### config.mk
export PLATFORM = sky130hd
export DESIGN_NAME = requant_stream
export DESIGN_NICKNAME = d
export VERILOG_FILES = /design/src/rtl/requant_stream.sv
export SDC_FILE = /design/constraint.sdc
export NUM_CORES = 2
export LEC_CHECK = 0
export ABC_AREA = 1
export CORE_MARGIN = 5
export CORE_UTILIZATION = 30
export DETAILED_ROUTE_END_ITERATION = 7
export GPL_TIMING_DRIVEN = 0
export HOLD_SLACK_MARGIN = 0.06
export REMOVE_ABC_BUFFERS = 1
export SYNTH_ARGS = -nofsm -noshare
export SYNTH_HDL_FRONTEND = slang
export SYNTH_SLANG_ARGS = --single-unit
### constraint.sdc
create_clock -name clk -period 6.73 [get_ports clk]
set_clock_uncertainty 0.05 [all_clocks]
set_input_delay 1.346 -clock clk [delete_from_list [all_inputs] [get_ports clk]]
set_output_delay 1.346 -clock clk [all_outputs]
set_load 0.05 [all_outputs]
### src/rtl/requant_stream.sv
// requant_stream: three-stage requantiser (multiply, round-shift, offset+saturate) driving argmax_cell.
// Build option REQUANT_RELU_EN adds a fused ReLU that clamps results below cfg_zp up to cfg_zp.
module requant_stream #(
    parameter int ACC_WIDTH   = 32,
    parameter int DATA_WIDTH  = 8,
    parameter int MULT_WIDTH  = 16,
    parameter int INDEX_WIDTH = 10,
    parameter int CELL_AMOUNT = 4
) (
    input  logic                          clk,
    input  logic                          rst,
    input  logic                          acc_valid,
    output logic                          acc_ready,
    input  logic signed [ACC_WIDTH-1:0]   acc_data,
    input  logic signed [MULT_WIDTH-1:0]  cfg_mult,
    input  logic        [5:0]             cfg_shift,
    input  logic signed [DATA_WIDTH-1:0]  cfg_zp,
    output logic        [INDEX_WIDTH-1:0] out_index,
    output logic signed [DATA_WIDTH-1:0]  out_value,
    output logic                          out_enable,
    output logic                          frame_done
);
    localparam int PW = ACC_WIDTH + MULT_WIDTH;
    localparam int SW = PW + 1;  // one guard bit so the rounding add cannot overflow
    localparam int TW = SW + 1;
    localparam logic signed [TW-1:0] SAT_MAX = TW'((1 << (DATA_WIDTH - 1)) - 1);
    localparam logic signed [TW-1:0] SAT_MIN = ~SAT_MAX;
    localparam logic [INDEX_WIDTH-1:0] LAST_IDX = INDEX_WIDTH'(CELL_AMOUNT - 1);

    function automatic logic signed [SW-1:0] round_shift(input logic signed [PW-1:0] p,
                                                         input logic [5:0] sh);
        logic signed [SW-1:0] ext;
        logic signed [SW-1:0] half;
        ext  = SW'(p);
        half = SW'(1) <<< (sh - 6'd1);
        return (sh == 6'd0) ? ext : ((ext + half) >>> sh);
    endfunction

    function automatic logic signed [DATA_WIDTH-1:0] saturate(input logic signed [TW-1:0] v);
        if (v > SAT_MAX)
            return DATA_WIDTH'(SAT_MAX);
        else if (v < SAT_MIN)
            return DATA_WIDTH'(SAT_MIN);
        return DATA_WIDTH'(v);
    endfunction

    logic                          vld_p1_q, vld_p1_d, vld_p2_q, vld_p2_d;
    logic signed [PW-1:0]          prod_p1_q, prod_p1_d;
    logic        [5:0]             shift_p1_q, shift_p1_d;
    logic signed [DATA_WIDTH-1:0]  zp_p1_q, zp_p1_d, zp_p2_q, zp_p2_d;
    logic signed [SW-1:0]          shifted_p2_q, shifted_p2_d;
    logic signed [TW-1:0]          sum_p3;
    logic signed [DATA_WIDTH-1:0]  val_p3;
    logic        [INDEX_WIDTH-1:0] cnt_q, cnt_d, out_index_q, out_index_d;
    logic signed [DATA_WIDTH-1:0]  out_value_q, out_value_d;
    logic                          out_enable_q, out_enable_d, frame_done_q, frame_done_d;

    assign acc_ready  = ~rst;
    assign out_index  = out_index_q;
    assign out_value  = out_value_q;
    assign out_enable = out_enable_q;
    assign frame_done = frame_done_q;

    always_comb begin
        // stage 1: full-precision product
        vld_p1_d   = acc_valid & ~rst;
        prod_p1_d  = PW'(acc_data) * PW'(cfg_mult);
        shift_p1_d = cfg_shift;
        zp_p1_d    = cfg_zp;
        // stage 2: half-up rounding arithmetic shift
        vld_p2_d     = vld_p1_q;
        shifted_p2_d = round_shift(prod_p1_q, shift_p1_q);
        zp_p2_d      = zp_p1_q;
        // stage 3: zero-point offset, saturation, indexing
        sum_p3 = TW'(shifted_p2_q) + TW'(zp_p2_q);
        val_p3 = saturate(sum_p3);
`ifdef REQUANT_RELU_EN
        if (val_p3 < zp_p2_q)
            val_p3 = zp_p2_q;
`endif
        out_enable_d = vld_p2_q;
        out_value_d  = vld_p2_q ? val_p3 : '0;
        out_index_d  = vld_p2_q ? cnt_q : '0;
        frame_done_d = vld_p2_q && (cnt_q == LAST_IDX);
        cnt_d        = cnt_q;
        if (vld_p2_q)
            cnt_d = (cnt_q == LAST_IDX) ? '0 : cnt_q + INDEX_WIDTH'(1);
    end

    always_ff @(posedge clk) begin
        if (rst) begin
            vld_p1_q     <= 1'b0;
            vld_p2_q     <= 1'b0;
            cnt_q        <= '0;
            out_index_q  <= '0;
            out_value_q  <= '0;
            out_enable_q <= 1'b0;
            frame_done_q <= 1'b0;
        end else begin
            vld_p1_q     <= vld_p1_d;
            vld_p2_q     <= vld_p2_d;
            cnt_q        <= cnt_d;
            out_index_q  <= out_index_d;
            out_value_q  <= out_value_d;
            out_enable_q <= out_enable_d;
            frame_done_q <= frame_done_d;
        end
    end

    // datapath registers carry no reset; the valids qualify them
    always_ff @(posedge clk) begin
        prod_p1_q    <= prod_p1_d;
        shift_p1_q   <= shift_p1_d;
        zp_p1_q      <= zp_p1_d;
        shifted_p2_q <= shifted_p2_d;
        zp_p2_q      <= zp_p2_d;
    end
endmodule

**Yosys cells after proc, flatten, opt, wreduce, memory -nomap -nowiden**

Index checks and enable logic that the tools add are counted.

- Bits in registers: 151
- Bits in latches: 0
- RAM bits: 0
- Memory bits (read-only): 0
- Input bits: 65
- Output and inout port bits: 21
- Logic and storage cells: 35
- Memories kept: 0

- Add/subtract/negate cells: 4
- $mul: 1
- Div/mod/pow operators: 0
- Order comparisons: 2
- Equality and inequality tests: 1
- Shifts and indexed selects: 2
- Mux-type cells: 7
- Bitwise gates (word level): 3
- Reduce and logical (&&, ||, !) cells: 3

Operators by type and width:

| kind | count |
|---|---|
| adder 49 x 8 -> 50 bit | 1 |
| greater-than comparator 50 x 8 -> 1 bit, second input constant | 1 |
| < comparator 50 x 8 -> 1 bit, second input constant | 1 |
| adder 48 x 49 -> 49 bit | 1 |
| 2-to-1 mux 49 bit | 1 |
| <<< shifter 2 x 6 -> 49 bit, first input constant | 1 |
| >>> shifter 49 x 6 -> 49 bit | 1 |
| multiplier 32 x 16 -> 48 bit | 1 |
| 2-to-1 mux 8 bit | 3 |
| adder 10 x 1 -> 10 bit, second input constant | 1 |
| == test 10 x 2 -> 1 bit, second input constant | 1 |
| 2-to-1 mux 10 bit | 1 |
| logical NOT 6 bit | 1 |
| subtractor 6 x 1 -> 6 bit, second input constant | 1 |
| 2-to-1 mux 1 bit | 2 |
| inverter 1 bit | 2 |
| OR reduction 2 bit | 1 |
| bitwise AND 1 bit | 1 |
| logical AND 1 bit | 1 |

**Longest topological paths before layout**

- Word-level depth: 5
- Depth in mapped cells: 33
- Gate-level depth less buffers: 30

**Least setup slack after synthesis**

OpenSTA, ideal clock, no wires.

- Path kind: in2reg
- Start: in acc_data[5]
- End: reg prod_p1_q[43]
- Library setup time: 0.127 ns
- Data arrival time: 6.946 ns
- Required time: 6.553 ns
- Setup slack: -0.393 ns
- Stages on the path: 27
- Path buffers: 3
- Cells stage by stage: clkbuf_1 > clkbuf_1 > nand2_1 > fa_1 > inv_1 > fa_1 > inv_1 > fa_1 > inv_1 > fa_1 > fa_1 > inv_1 > fa_1 > inv_1 > ha_1 > buf_2 > a21oi_1 > inv_1 > a31oi_1 > nand2_1 > nand2_1 > nand3_1 > a21oi_1 > o21ai_0 > a31oi_1 > o21ai_0 > xor2_1

- Longest elaborated chain between the ends: 1

Ends and longest elaborated chain:

| element | line | RTL |
|---|---|---|
| start: declaration | 14 | `input logic signed [ACC_WIDTH-1:0] acc_data,` |
| multiplier 32 x 16 -> 48 bit | 67 | `prod_p1_d = PW'(acc_data) * PW'(cfg_mult);` |
| named net prod_p1_d[43] | 48 | `logic signed [PW-1:0] prod_p1_q, prod_p1_d;` |
| end signal: assignment | 112 | `prod_p1_q <= prod_p1_d;` |
| end: declaration | 48 |  |

The timed path passes the listed nets, and every way through them passes these cells.
A chain may end at the register's enable or synchronous reset.

**Worst setup path after layout**

- Start: in cfg_mult[15]
- End: reg prod_p1_q[47]

- Longest elaborated chain between the ends: 1

Ends and longest elaborated chain:

| element | line | RTL |
|---|---|---|
| start: declaration | 15 | `input logic signed [MULT_WIDTH-1:0] cfg_mult,` |
| multiplier 32 x 16 -> 48 bit | 67 |  |
| named net prod_p1_d[47] | 48 |  |

The timed path passes the listed nets, and every way through them passes these cells.

==> summary.md <==
| Metric | Value |
|---|---|
| CTS tree | `yes` |
| Mapped Area | `34300 µm²` |
| CP Capture Type | `flip-flop` |
| Number of flops mapped to enable cells by yosys | `0` |
| Syn_area_per_cell | `6.58 µm²` |
| Slowest cell on crit path | `fa_1` |
| Rel. slew slack | `10.8%` |
| Routed WL | `114000 µm` |
| Hold Crit Class | `flip-flop to flip-flop` |
| RSZ-0062 raised after global routing | `yes` |
| Number of global-route vias before repair | `32127` |
| Core area | `114000 µm²` |
| First-pass iteration count of the detailed router | `7` |
| Wire per inst | `17.0 µm` |
| Initial antenna violation count | `0` |
| Clock slew at reported path FFs | `0.06 ns` |
| FMAX | `150 MHz` |
| Req. time, crit path | `7.01 ns` |
| GPL Wtd Cong | `0.964` |
| GRT overflow | `0` |
| Clock Sink Count | `151` |
| Largest net degree at the start of global routing | `52` |
| Setup CP Type | `input port to flip-flop` |
| CTS root buffer | `clkbuf_16` |
| Max_cap viols | `0` |
| Critical path's largest stage delay | `0.56 ns` |
| Synth Flop Type | `dfxtp_1` |
| Die Span Y | `348 µm` |
| Post-synth top area share | `28.5%` |
| Synth Register Bits | `151` |
| Area leader, netlist | `fa_1` |
| Buffers on Ports | `85` |
| Unique masters post-synth | `56` |
| Post-route ant nets | `0` |
| CP arrival | `6.96 ns` |
| Worst slack, placed | `-2.11 ns` |
| Area post-placement | `36400 µm²` |
| Htree depth | `4` |
| Worst Path Max Fanout | `8` |
| Gr usage total | `18.3%` |
| Cell Chain, Critical Path | `buf_6 -> clkinvlp_4 -> buf_12 -> buf_12 -> or2_2 -> fa_1 -> inv_1 -> fa_1 -> fa_1 -> inv_1 -> fa_1 -> fa_1 -> fa_1 -> inv_1 -> ha_2 -> nand2_1 -> nor2_2 -> nand2_2 -> nor2_1 -> a2111oi_4 -> o311ai_4 -> xor2_1` |
| Share of layout cells above drive strength 1 | `6.87%` |
| # DRC | `0` |
| Die width | `348 µm` |
| Syn. warnings | `0` |
| Layout area overhead | `10.5%` |
| Die ar. | `121000 µm²` |
| Slew @ Worst Pin | `1.34 ns` |
| Initial DRC count | `2434` |
| Slew Limit Fails | `0` |
| Critical path startpoint category | `input port` |
| Starting density of the core | `30.1%` |
| Global-route wire length before repair | `176000 µm` |
| Post-DP HPWL | `91000 µm` |
| Longest Clk Path Bufs | `2` |
| CP most frequent cell | `fa_1` |
| Inserted Clock Buffers | `17` |
| Cells after Synth | `5215` |
| Final min period | `6.68 ns` |
| Worst-Skew Late Latency | `0.48 ns` |
| Via count | `32529` |
| Worst setup margin | `0.0492 ns` |
| Ratio of final minimum period to clock period | `99.3%` |
| Final nets | `5936` |
| Post-synthesis sequential area ratio | `8.81%` |
| Post-route cell area | `37900 µm²` |
| Top post-synthesis cells by area | `fa_1 28%, nand2_1 16%, inv_1 13%` |
| Outcome | `completed` |
| Floorplan row count | `124` |
| Hold Violations, Final | `0` |
| I/O pin count | `86` |
| CTS Hold Bufs | `0` |
| Ys async rst share | `0%` |
| Final setup viols | `0` |
| Number of vias per cell | `4.86` |
| Antenna Cells | `0` |
layout make-up:
class,count,area (µm²)
Clock buffer,19,453
Clock inverter,12,165
Fill cell,12584,76100
Inverter,1194,4490
Multi-Input combinational cell,3691,26700
Sequential cell,151,3030
Tap cell,1512,1890
Timing Repair Buffer,113,1220
Timing Repair inverter,1,7.51
through the flow:
stage	setup TNS, ns	hold WS [ns]	utilization, %	instances
2_1_floorplan	-1.56	0.260	-	5036
3_3_place_gp	-128.92	0.264	31.9	6633
3_5_place_dp	-50.79	0.267	31.9	6638
4_1_cts	0	0.280	32.7	6678
5_1_grt	-0.220	0.284	33.3	6693
6_report	0	0.278	33.3	6693
worst max-delay path: cells and delay by family:
family,cells,cell delay [ns]
xor gates and xnor gates,1,0.20
AOI/OAI and AO/OA,2,0.45
buffers and inverters,7,0.78
and+or+nand+nor,5,0.69
adders and majority gates,7,3.45
cells in the final DEF (no fill, tap or decap), types with 31 or more instances in the layout:
cell	instances
nand2_1	1466
nand3_1	433
ha_1	195
xnor2_1	35
o21ai_0	79
xor2_1	57
inv_1	1159
buf_4	31
dfxtp_1	145
nand2_2	43
nand4_1	52
nor2_1	353
a21oi_1	171
fa_1	478
nor2_2	39
clkdlybuf4s50_1	37
sequential cells by signal (all words and copies together), names as in the netlist:
signal / flops
out_enable_d: 1
shifted_p2_q: 49
cnt_q: 10
out_value: 8
out_index: 10
prod_p1_q: 48
zp_p2_q: 8
shift_p1_q: 6
vld_p1_q: 1
zp_p1_q: 8
frame_done: 1
out_enable: 1
Yosys cell counts (3+ instances only):
| library cell | n |
|---|---|
| inv_2 | 18 |
| nand3b_1 | 7 |
| or2_2 | 15 |
| o21bai_1 | 13 |
| nor3_2 | 5 |
| o21ai_1 | 17 |
| o211ai_1 | 18 |
| a21oi_1 | 187 |
| ha_1 | 214 |
| nor4_1 | 9 |
| clkbuf_1 | 125 |
| a21oi_2 | 7 |
| nand3_1 | 436 |
| a31oi_1 | 33 |
| a21o_1 | 11 |
| nand3_2 | 19 |
| o21a_1 | 9 |
| nand4_1 | 52 |
| nor2_1 | 370 |
| nand2_1 | 1477 |
| buf_2 | 25 |
| inv_1 | 1170 |
| nand2_2 | 33 |
| dfxtp_1 | 151 |
| clkinv_1 | 6 |
| nor3_1 | 31 |
| buf_4 | 3 |
| nor2_2 | 25 |
| a22oi_1 | 4 |
| o21ai_0 | 84 |
| xor2_1 | 57 |
| xnor2_1 | 35 |
| and2_1 | 8 |
| fa_1 | 488 |
| buf_1 | 25 |
path summary, 6_finish.rpt:
| check | start | end | slack [ns] | cells after the start |
|---|---|---|---|---|
| setup / recovery | cfg_mult[15] | prod_p1_q[47] | 0.05 | 22 |
| hold / removal | zp_p1_q[2] | zp_p2_q[2] | 0.28 | 0 |
| setup reg to reg | shift_p1_q[5] | shifted_p2_q[38] | 0.59 | 23 |
| hold reg to reg | zp_p1_q[2] | zp_p2_q[2] | 0.28 | 0 |
timing repair:
item | CTS | global route
gates cloned | 1 | 2
endpoints found under the setup margin | 34 | 68
setup buffers | 8 | 13
gates resized for setup | 235 | 169
pin swaps | 17 | 53
logic make-up after synthesis:
group                      synth area share [%]
AOI/OAI and AO/OA                          6.46
xor gates and xnor gates                   2.35
adders and majority gates                  36.3
buffers and inverters                      15.2
DFF                                        8.81
muxes                                    0.0292
and+or+nand+nor                            30.9
routing by layer:
layer,vias to the layer above,wire [µm],track usage [%]
met5,-,0,0
met4,0,4730,6.46
met3,232,7560,1.81
met2,1227,51700,30.1
met1,15471,50000,25.1
li1,15599,-,-
Power is not shown: default switching activity piles up to over one toggle a cycle in this logic, so the estimate is an artifact.
